File: src/rtl/alocador_ativos.sv
// Active-node slot pool: allocates, de-duplicates and frees node addresses and
// drives the registered address/active bus consumed by gerenciador_ativos.
module alocador_ativos #(
    parameter int NUM_NA    = 8,
    parameter int ADR_WIDTH = 5
) (
    input  logic                          clk,
    input  logic                          rst,
    input  logic                          limpar_in,
    input  logic                          inserir_in,
    input  logic [ADR_WIDTH-1:0]          endereco_in,
    input  logic                          remover_in,
    input  logic [ADR_WIDTH-1:0]          remover_endereco_in,
    output logic [ADR_WIDTH*NUM_NA-1:0]   na_endereco_out,
    output logic [NUM_NA-1:0]             na_ativo_out,
    output logic [$clog2(NUM_NA+1)-1:0]   livres_out,
    output logic                          cheio_out,
    output logic                          vazio_out,
    output logic                          inserido_out,
    output logic [$clog2(NUM_NA)-1:0]     slot_out,
    output logic                          erro_out
);

    localparam int LW = $clog2(NUM_NA + 1);
    localparam int SW = $clog2(NUM_NA);

    logic [ADR_WIDTH-1:0] enderecos [NUM_NA];
    logic [NUM_NA-1:0]    ativo;
    logic [LW-1:0]        livres;

    logic [NUM_NA-1:0]    acerto;
    logic [NUM_NA-1:0]    ativo_rem;
    logic [NUM_NA-1:0]    ativo_prox;
    logic                 duplicado;
    logic                 tem_livre;
    logic [SW-1:0]        livre_idx;
    logic                 aceito;
    logic                 rejeitado;
    logic [LW-1:0]        livres_prox;

    // Insert is judged against the pool as it looks after this cycle's removal.
    always_comb begin
        acerto     = '0;
        duplicado  = 1'b0;
        tem_livre  = 1'b0;
        livre_idx  = '0;
        for (int i = 0; i < NUM_NA; i++)
            acerto[i] = remover_in && ativo[i] && (enderecos[i] == remover_endereco_in);
        ativo_rem = ativo & ~acerto;
        for (int i = 0; i < NUM_NA; i++)
            if (ativo_rem[i] && (enderecos[i] == endereco_in))
                duplicado = 1'b1;
        for (int i = NUM_NA - 1; i >= 0; i--)
            if (!ativo_rem[i]) begin
                livre_idx = SW'(i);
                tem_livre = 1'b1;
            end
        aceito     = inserir_in && !duplicado && tem_livre;
        rejeitado  = inserir_in && !aceito;
        ativo_prox = ativo_rem;
        if (aceito)
            ativo_prox[livre_idx] = 1'b1;
        livres_prox = livres + LW'(|acerto) - LW'(aceito);
    end

    always_ff @(posedge clk or posedge rst) begin
        if (rst) begin
            for (int i = 0; i < NUM_NA; i++)
                enderecos[i] <= '0;
            ativo        <= '0;
            livres       <= LW'(NUM_NA);
            cheio_out    <= 1'b0;
            vazio_out    <= 1'b1;
            inserido_out <= 1'b0;
            erro_out     <= 1'b0;
            slot_out     <= '0;
        end else if (limpar_in) begin
            ativo        <= '0;
            livres       <= LW'(NUM_NA);
            cheio_out    <= 1'b0;
            vazio_out    <= 1'b1;
            inserido_out <= 1'b0;
            erro_out     <= 1'b0;
        end else begin
            if (aceito) begin
                enderecos[livre_idx] <= endereco_in;
                slot_out             <= livre_idx;
            end
            ativo        <= ativo_prox;
            livres       <= livres_prox;
            cheio_out    <= (livres_prox == '0);
            vazio_out    <= (livres_prox == LW'(NUM_NA));
            inserido_out <= aceito;
            erro_out     <= rejeitado;
        end
    end

    always_comb begin
        na_endereco_out = '0;
        for (int i = 0; i < NUM_NA; i++)
            na_endereco_out[i*ADR_WIDTH +: ADR_WIDTH] = enderecos[i];
    end

    assign na_ativo_out = ativo;
    assign livres_out   = livres;

endmodule

File: config.mk
export PLATFORM = sky130hd
export DESIGN_NAME = alocador_ativos
export DESIGN_NICKNAME = d
export VERILOG_FILES = /design/src/rtl/alocador_ativos.sv
export SDC_FILE = /design/constraint.sdc
export NUM_CORES = 1
export LEC_CHECK = 0
export ABC_AREA = 1
export ABC_CLOCK_PERIOD_IN_PS = 2950
export CAP_MARGIN = 20
export CORE_MARGIN = 1.5
export CORE_UTILIZATION = 52
export CTS_CLUSTER_DIAMETER = 200
export CTS_CLUSTER_SIZE = 10
export DETAILED_ROUTE_END_ITERATION = 8
export GPL_ROUTABILITY_DRIVEN = 0
export PLACE_DENSITY = 0.88
export SLEW_MARGIN = 10
export SYNTH_ARGS = -nofsm -noshare
export SYNTH_HDL_FRONTEND = slang
export SYNTH_SLANG_ARGS = --single-unit
File: constraint.sdc
create_clock -name clk -period 2.95 [get_ports clk]
set_input_delay 0.295 -clock clk [delete_from_list [all_inputs] [get_ports clk]]
set_output_delay 0.295 -clock clk [all_outputs]
set_load 0.05 [all_outputs]
==> impl_metrics.py, run 1 <==
metrics = {
    "worst_setup_path": {
        "arrival_ps": 3200,
        "start_kind": "flip-flop",
        "worstPathMaxFanout": 5,
        "critPathRequiredTime_ps": 3240,
        "crit_path_end_kind": "flip-flop",
        "critical_path_class": "flip-flop to flip-flop",
    },
    "power": {
        "power_density_nw_per_um2": 524.7,
        "ir_worst_vdd_mv": 0.3725,
        "fin_total_pwr_uw": 2987,
        "power.leakage_uw": 0.002797,
    },
    "drt": {
        "wl_um": 13950,
        "drt_iter0_markers": 580,
        "first_pass_iters": 6,
        "wl_per_cell_um": 17.01,
        "final_antenna_net_count": 0,
        "drcViolationCount": 0,
        "routed_via_density": 5.820,
        "vias": 4772,
    },
    "grt": {
        "grt_pass1_vias": 4475,
        "grt_max_degree": 60,
        "antenna_found_initial": 0,
        "track_usage_pct": 32.07,
        "grt-ovfl-total": 0,
        "grt_first_pass_wirelength_um": 21380,
    },
    "logic_synthesis": {
        "avgSynthCellArea_um2": 7.005,
        "synth_top_area_share_pct": 33.88,
        "syn_area_um2": 4210,
        "synth_area_leaders": "dfrtp_1 34%, nand2_1 20%, nand4_1 6.4%, xnor2_1 5.8%, inv_1 5.3%",
        "synth_cells": 601,
        "seq_area_frac_synth_pct": 35.13,
        "synth_top_area_cell": "dfrtp_1",
        "syn_nets": 621,
        "yosys_warnings": 0,
        "ys_ff_latch": 59,
        "synth_cell_type_count": 29,
    },
    "sta": {
        "fmax_mhz": 343.9,
        "worst_pin_slew_ps": 797.7,
        "min_period_ps": 2908,
        "finalWorstSetupSlack_ps": 41.94,
        "min_period_over_period_pct": 98.58,
        "hold_slack_ps": 459.8,
        "hold_viol": 0,
        "fin_skew_ps": 10.12,
        "slew_headroom_pct": 46.82,
        "fin_tns_setup_ps": 0,
        "maxSlewViolCount": 0,
        "setup_viol": 0,
    },
    "finish": {
        "fin_util_pct": 73.29,
        "syn_to_final_growth_pct": 35.22,
        "antennaDiodeCount": 0,
        "final_common_cell": "nand2_1",
        "fillers": 529,
        "nets": 733,
        "drive_above_1_share_pct": 17.97,
        "mostFrequentLayoutCells": "215 x nand2_1, 68 x clkdlybuf4s50_1, 57 x inv_1",
    },
    "floorplan": {
        "start_util_pct": 54.20,
        "io_pins": 74,
        "coreArea_um2": 7767,
        "dieArea_um2": 8645,
        "fp.dieH_um": 92.98,
        "fp.dieW_um": 92.98,
        "rows": 32,
    },
    "worst_hold_path": {
        "min_path_type": "input pin to asynchronous set/reset pin",
    },
    "clock_tree": {
        "cts_buffer_depth": 2,
        "cts-root-buf": "clkbuf_8",
        "worstSkewPairLatency_ps": 360,
        "cts_num_sinks": 59,
        "cts_buffers": 9,
        "clkTransAtPathRegs_ps": 70,
        "hold_buffers": 0,
        "cts_tree": "done",
        "cts_max_level": 3,
    },
    "place": {
        "place_ws_ps": -419.3,
        "portBuffers": 73,
        "hpwlAfterDp_um": 9106,
    },
    "flow_run": {
        "maxCapViolCount": 0,
    },
    "outcome": {
        "status": "finished, final reports clean",
    },
}
==> report_power, final <==
part	internal [uW]	switching, uW
clock	456	339
sequential	905	107
combinational	433	747
==> area by class of cell <==
type,count,area (um^2),share of cell area [%]
Clock buffer,12,165.2,2.901
Clock inverter,4,47.55,0.8352
Inverter,71,274.0,4.813
Multi-Input combinational cell,439,2293,40.29
Sequential cell,59,1486,26.11
Tap cell,102,127.6,2.242
Timing Repair Buffer,133,1299,22.81
==> worst max-delay path, cell delays in order (launching register included) <==
cell     delay [ps]
dfrtp_1         450
inv_1            70
nand2_1         100
nand2_1         110
nor2_1          200
nand3_2         140
nand3_1         110
nand3_1         110
nor2_2          200
nand3_4          90
inv_2            60
ha_1            230
inv_2            80
ha_4            140
fa_2            440
inv_2            70
nand3_1         100
o21ai_1         150
==> per-stage QoR <==
stage                     std cells  cell area, um^2
after floorplan                 601             4218
after global placement          800             5340
after detailed placement        800             5340
after CTS                       817             5568
after global routing            820             5693
final                           820             5693
==> routing by layer <==
layer / wire length, um / up-vias / track usage, % / share of wire (%)
li1: - / 2117 / - / -
met4: 753 / 0 / 18.31 / 5.4
met1: 5116 / 2182 / 40.23 / 37
met5: 0 / - / 0 / 0
met2: 6357 / 377 / 49.94 / 46
met3: 1718 / 96 / 8.374 / 12
==> sequential cells by signal, summed over array words and instances, names as in the netlist <==
register and count:
cheio_out 1, erro_out 1, na_endereco_out 40, na_ativo_out 8
vazio_out 1, inserido_out 1, livres_out 4, slot_out 3
==> repair_timing <==
item | in CTS | in global routing
gates cloned | 0 | 1
pin swaps | 2 | 8
endpoints found under the hold margin | 0 | 0
endpoints found under the setup margin | 3 | 5
gates resized for setup | 6 | 25
buffers inserted | 1 | 2
==> Yosys cell counts (all sizes together) <==
cell type,n
nand2,223
inv,70
dfrtp,57
nor2,52
nand4,43
nand3,36
buf,31
xnor2,28
o21bai,20
o21ai,13
xor2,8
a21oi,4
ha,4
o22ai,4
nor3,3
dfstp,2
clkbuf,1
clkinv,1
fa,1
==> worst paths after layout <==
| path | startpoint | endpoint | slack (ps) | cells after the start |
|---|---|---|---|---|
| max in group asynchronous | rst | na_endereco_out[19] | 1890 | 3 |
| max | na_endereco_out[12] | vazio_out | 40 | 17 |
| min in group clk | slot_out[0] | slot_out[0] | 490 | 2 |
| min reg2reg | slot_out[0] | slot_out[0] | 490 | 2 |
| min | rst | slot_out[0] | 460 | 3 |
| max reg2reg | na_endereco_out[12] | vazio_out | 40 | 17 |
==> cells by family after synthesis <==
kind of cell / after synthesis / synth area share (%)
AOI/OAI and AO/OA: 41 / 6.181
and+or+nand+nor: 357 / 37.24
DFF: 59 / 35.13
buffers and inverters: 103 / 12.30
xor gates and xnor gates: 36 / 7.489
adders and majority gates: 5 / 1.664
(Power assumes the default switching activity.)
==> run 2, diff against run 1 <==
- CAP_MARGIN: 20 -> not set
- PLACE_DENSITY: 0.88 -> 0.79
- TNS_END_PERCENT: not set -> 1
==> impl_metrics.py, run 2 (same netlist as run 1, synthesis figures left out) <==
metrics = {
    "outcome": {
        "status": "finished, final reports clean",
    },
    "place": {
        "portBuffers": 73,
        "hpwlAfterDp_um": 9600,
        "place_ws_ps": -508.7,
        "place_area_um2": 5390,
    },
    "grt": {
        "grt_first_pass_wirelength_um": 21050,
        "grt_max_degree": 35,
        "use_met1_pct": 41.55,
        "track_usage_pct": 31.57,
        "grtUsageMet2_pct": 50.12,
        "busiest_layer": "met2",
        "grt-ovfl-total": 0,
        "grt_pass1_vias": 4252,
        "use_met3_pct": 6.911,
        "antenna_found_initial": 0,
    },
    "worst_setup_path": {
        "r2r_setup_slack_ps": 130,
        "r2r-end": "vazio_out",
        "critical_path.top_delay_family": "buffers and inverters",
        "critPathRequiredTime_ps": 3230,
        "worstRegToRegCells": 19,
        "crit_path_top_delay_cell": "clkdlybuf4s50_1",
        "crit_start": "endereco_in[2]",
        "crit_path_end_kind": "flip-flop",
        "endpoint": "vazio_out",
        "critical_path_class": "input pin to flip-flop",
        "worst-path-buf-inv": 5,
        "start_kind": "input pin",
        "path_depth": 17,
        "worstPathCellList": "clkdlybuf4s50_1 -> buf_4 -> xnor2_1 -> nand3_1 -> nor3_1 -> nand2_1 -> nand2_1 -> nor2_2 -> nand3_4 -> inv_2 -> ha_1 -> inv_1 -> ha_2 -> fa_2 -> inv_2 -> nand3_1 -> o21ai_1",
        "worstPathMaxFanout": 6,
        "max_stage_delay_ps": 610,
        "arrival_ps": 3150,
        "worstReg2RegStart": "na_endereco_out[13]",
    },
    "floorplan": {
        "coreArea_um2": 7767,
        "rows": 32,
        "start_util_pct": 54.20,
        "fp.dieH_um": 92.98,
        "dieArea_um2": 8645,
        "fp.dieW_um": 92.98,
        "io_pins": 74,
    },
    "clock_tree": {
        "cts_buffer_depth": 2,
        "cts_tree": "done",
        "cts-root-buf": "clkbuf_8",
        "cts_buffers": 9,
        "hold_buffers": 0,
        "clkTransAtPathRegs_ps": 70,
        "cts_max_level": 3,
        "worstSkewPairLatency_ps": 350,
        "cts_num_sinks": 59,
    },
    "drt": {
        "wl_per_cell_um": 16.22,
        "routed_via_density": 5.626,
        "wl_um": 13450,
        "vias": 4664,
        "final_antenna_net_count": 0,
        "drt_iter0_markers": 407,
        "first_pass_iters": 5,
        "drcViolationCount": 0,
    },
    "sta": {
        "hold_viol": 0,
        "min_period_over_period_pct": 97.49,
        "worst_pin_slew_ps": 762.4,
        "setup_viol": 0,
        "fmax_mhz": 347.7,
        "fin_skew_ps": 9.274,
        "finalWorstSetupSlack_ps": 74.07,
        "hold_slack_ps": 323.0,
        "slew_headroom_pct": 49.01,
        "min_period_ps": 2876,
        "maxSlewViolCount": 0,
    },
    "finish": {
        "antennaDiodeCount": 0,
        "fin_area_um2": 5687,
        "mostFrequentLayoutCells": "215 x nand2_1, 67 x clkdlybuf4s50_1, 61 x buf_4",
        "final_common_cell": "nand2_1",
        "fin_util_pct": 73.21,
        "regArea_um2": 1486,
        "largest_reg_flops": 40,
        "nets": 742,
        "drive_above_1_share_pct": 18.16,
        "multi_input_area_um2": 2263,
        "fillers": 586,
        "syn_to_final_growth_pct": 35.07,
    },
    "power": {
        "comb_power_share_pct": 38.9,
        "p_int_uw": 1806,
        "switching_share_pct": 39.57,
        "power.leakage_uw": 0.002829,
        "fin_total_pwr_uw": 2989,
        "seqPwrFrac_pct": 33.8,
        "power_density_nw_per_um2": 525.7,
        "ir_worst_vdd_mv": 0.5041,
        "p_switching_uw": 1183,
        "pwr-share-clk_pct": 27.3,
    },
    "worst_hold_path": {
        "min_path_type": "input pin to asynchronous set/reset pin",
    },
    "flow_run": {
        "maxCapViolCount": 0,
    },
}
==> run 2: through the flow <==
stage	cells	setup TNS [ps]
6_report	829	0
5_1_grt	829	-79.97
4_1_cts	826	0
3_5_place_dp	810	-1697
3_3_place_gp	810	-1288
2_1_floorplan	601	0
==> run 2: power groups by stage <==
stage | Sequential [uW] | Combinational, uW | Clock (uW)
after global routing | 1020 | 1250 | 855
final | 1010 | 1160 | 817
after global placement | 1010 | 1100 | 0
after CTS | 1010 | 1130 | 822
after floorplan | 1310 | 448 | 0
after detailed placement | 1020 | 1120 | 0
==> run 2: cell type report <==
class | instances | area share [%]
sequential | 59 | 26.14
multi-input combinational | 439 | 39.80
tap | 102 | 2.244
clock inverter | 6 | 1.408
clock buffer | 10 | 2.244
timing repair buffer | 142 | 23.26
inverter | 71 | 4.907
==> run 2: worst min path at each step <==
stage	from	endpoint	slack, ps	depth (start not counted)
after floorplan	limpar_in	na_ativo_out[2]	400	1
after global placement	slot_out[2]	slot_out[2]	480	2
after detailed placement	slot_out[2]	slot_out[2]	480	2
after CTS	rst	slot_out[2]	340	2
after global routing	rst	na_ativo_out[7]	380	2
final	rst	inserido_out	320	2
==> run 2: timing repair <==
action	CTS	global route
endpoints found under the setup margin	3	4
cloned	0	0
buffers inserted	0	3
pin swaps	3	8
gates resized for setup	12	16
==> run 2: layer usage <==
layer,up-vias,part of all wire (%)
li1,2145,-
met1,2162,39
met2,298,46
met3,59,11
met4,0,3.6
met5,-,0
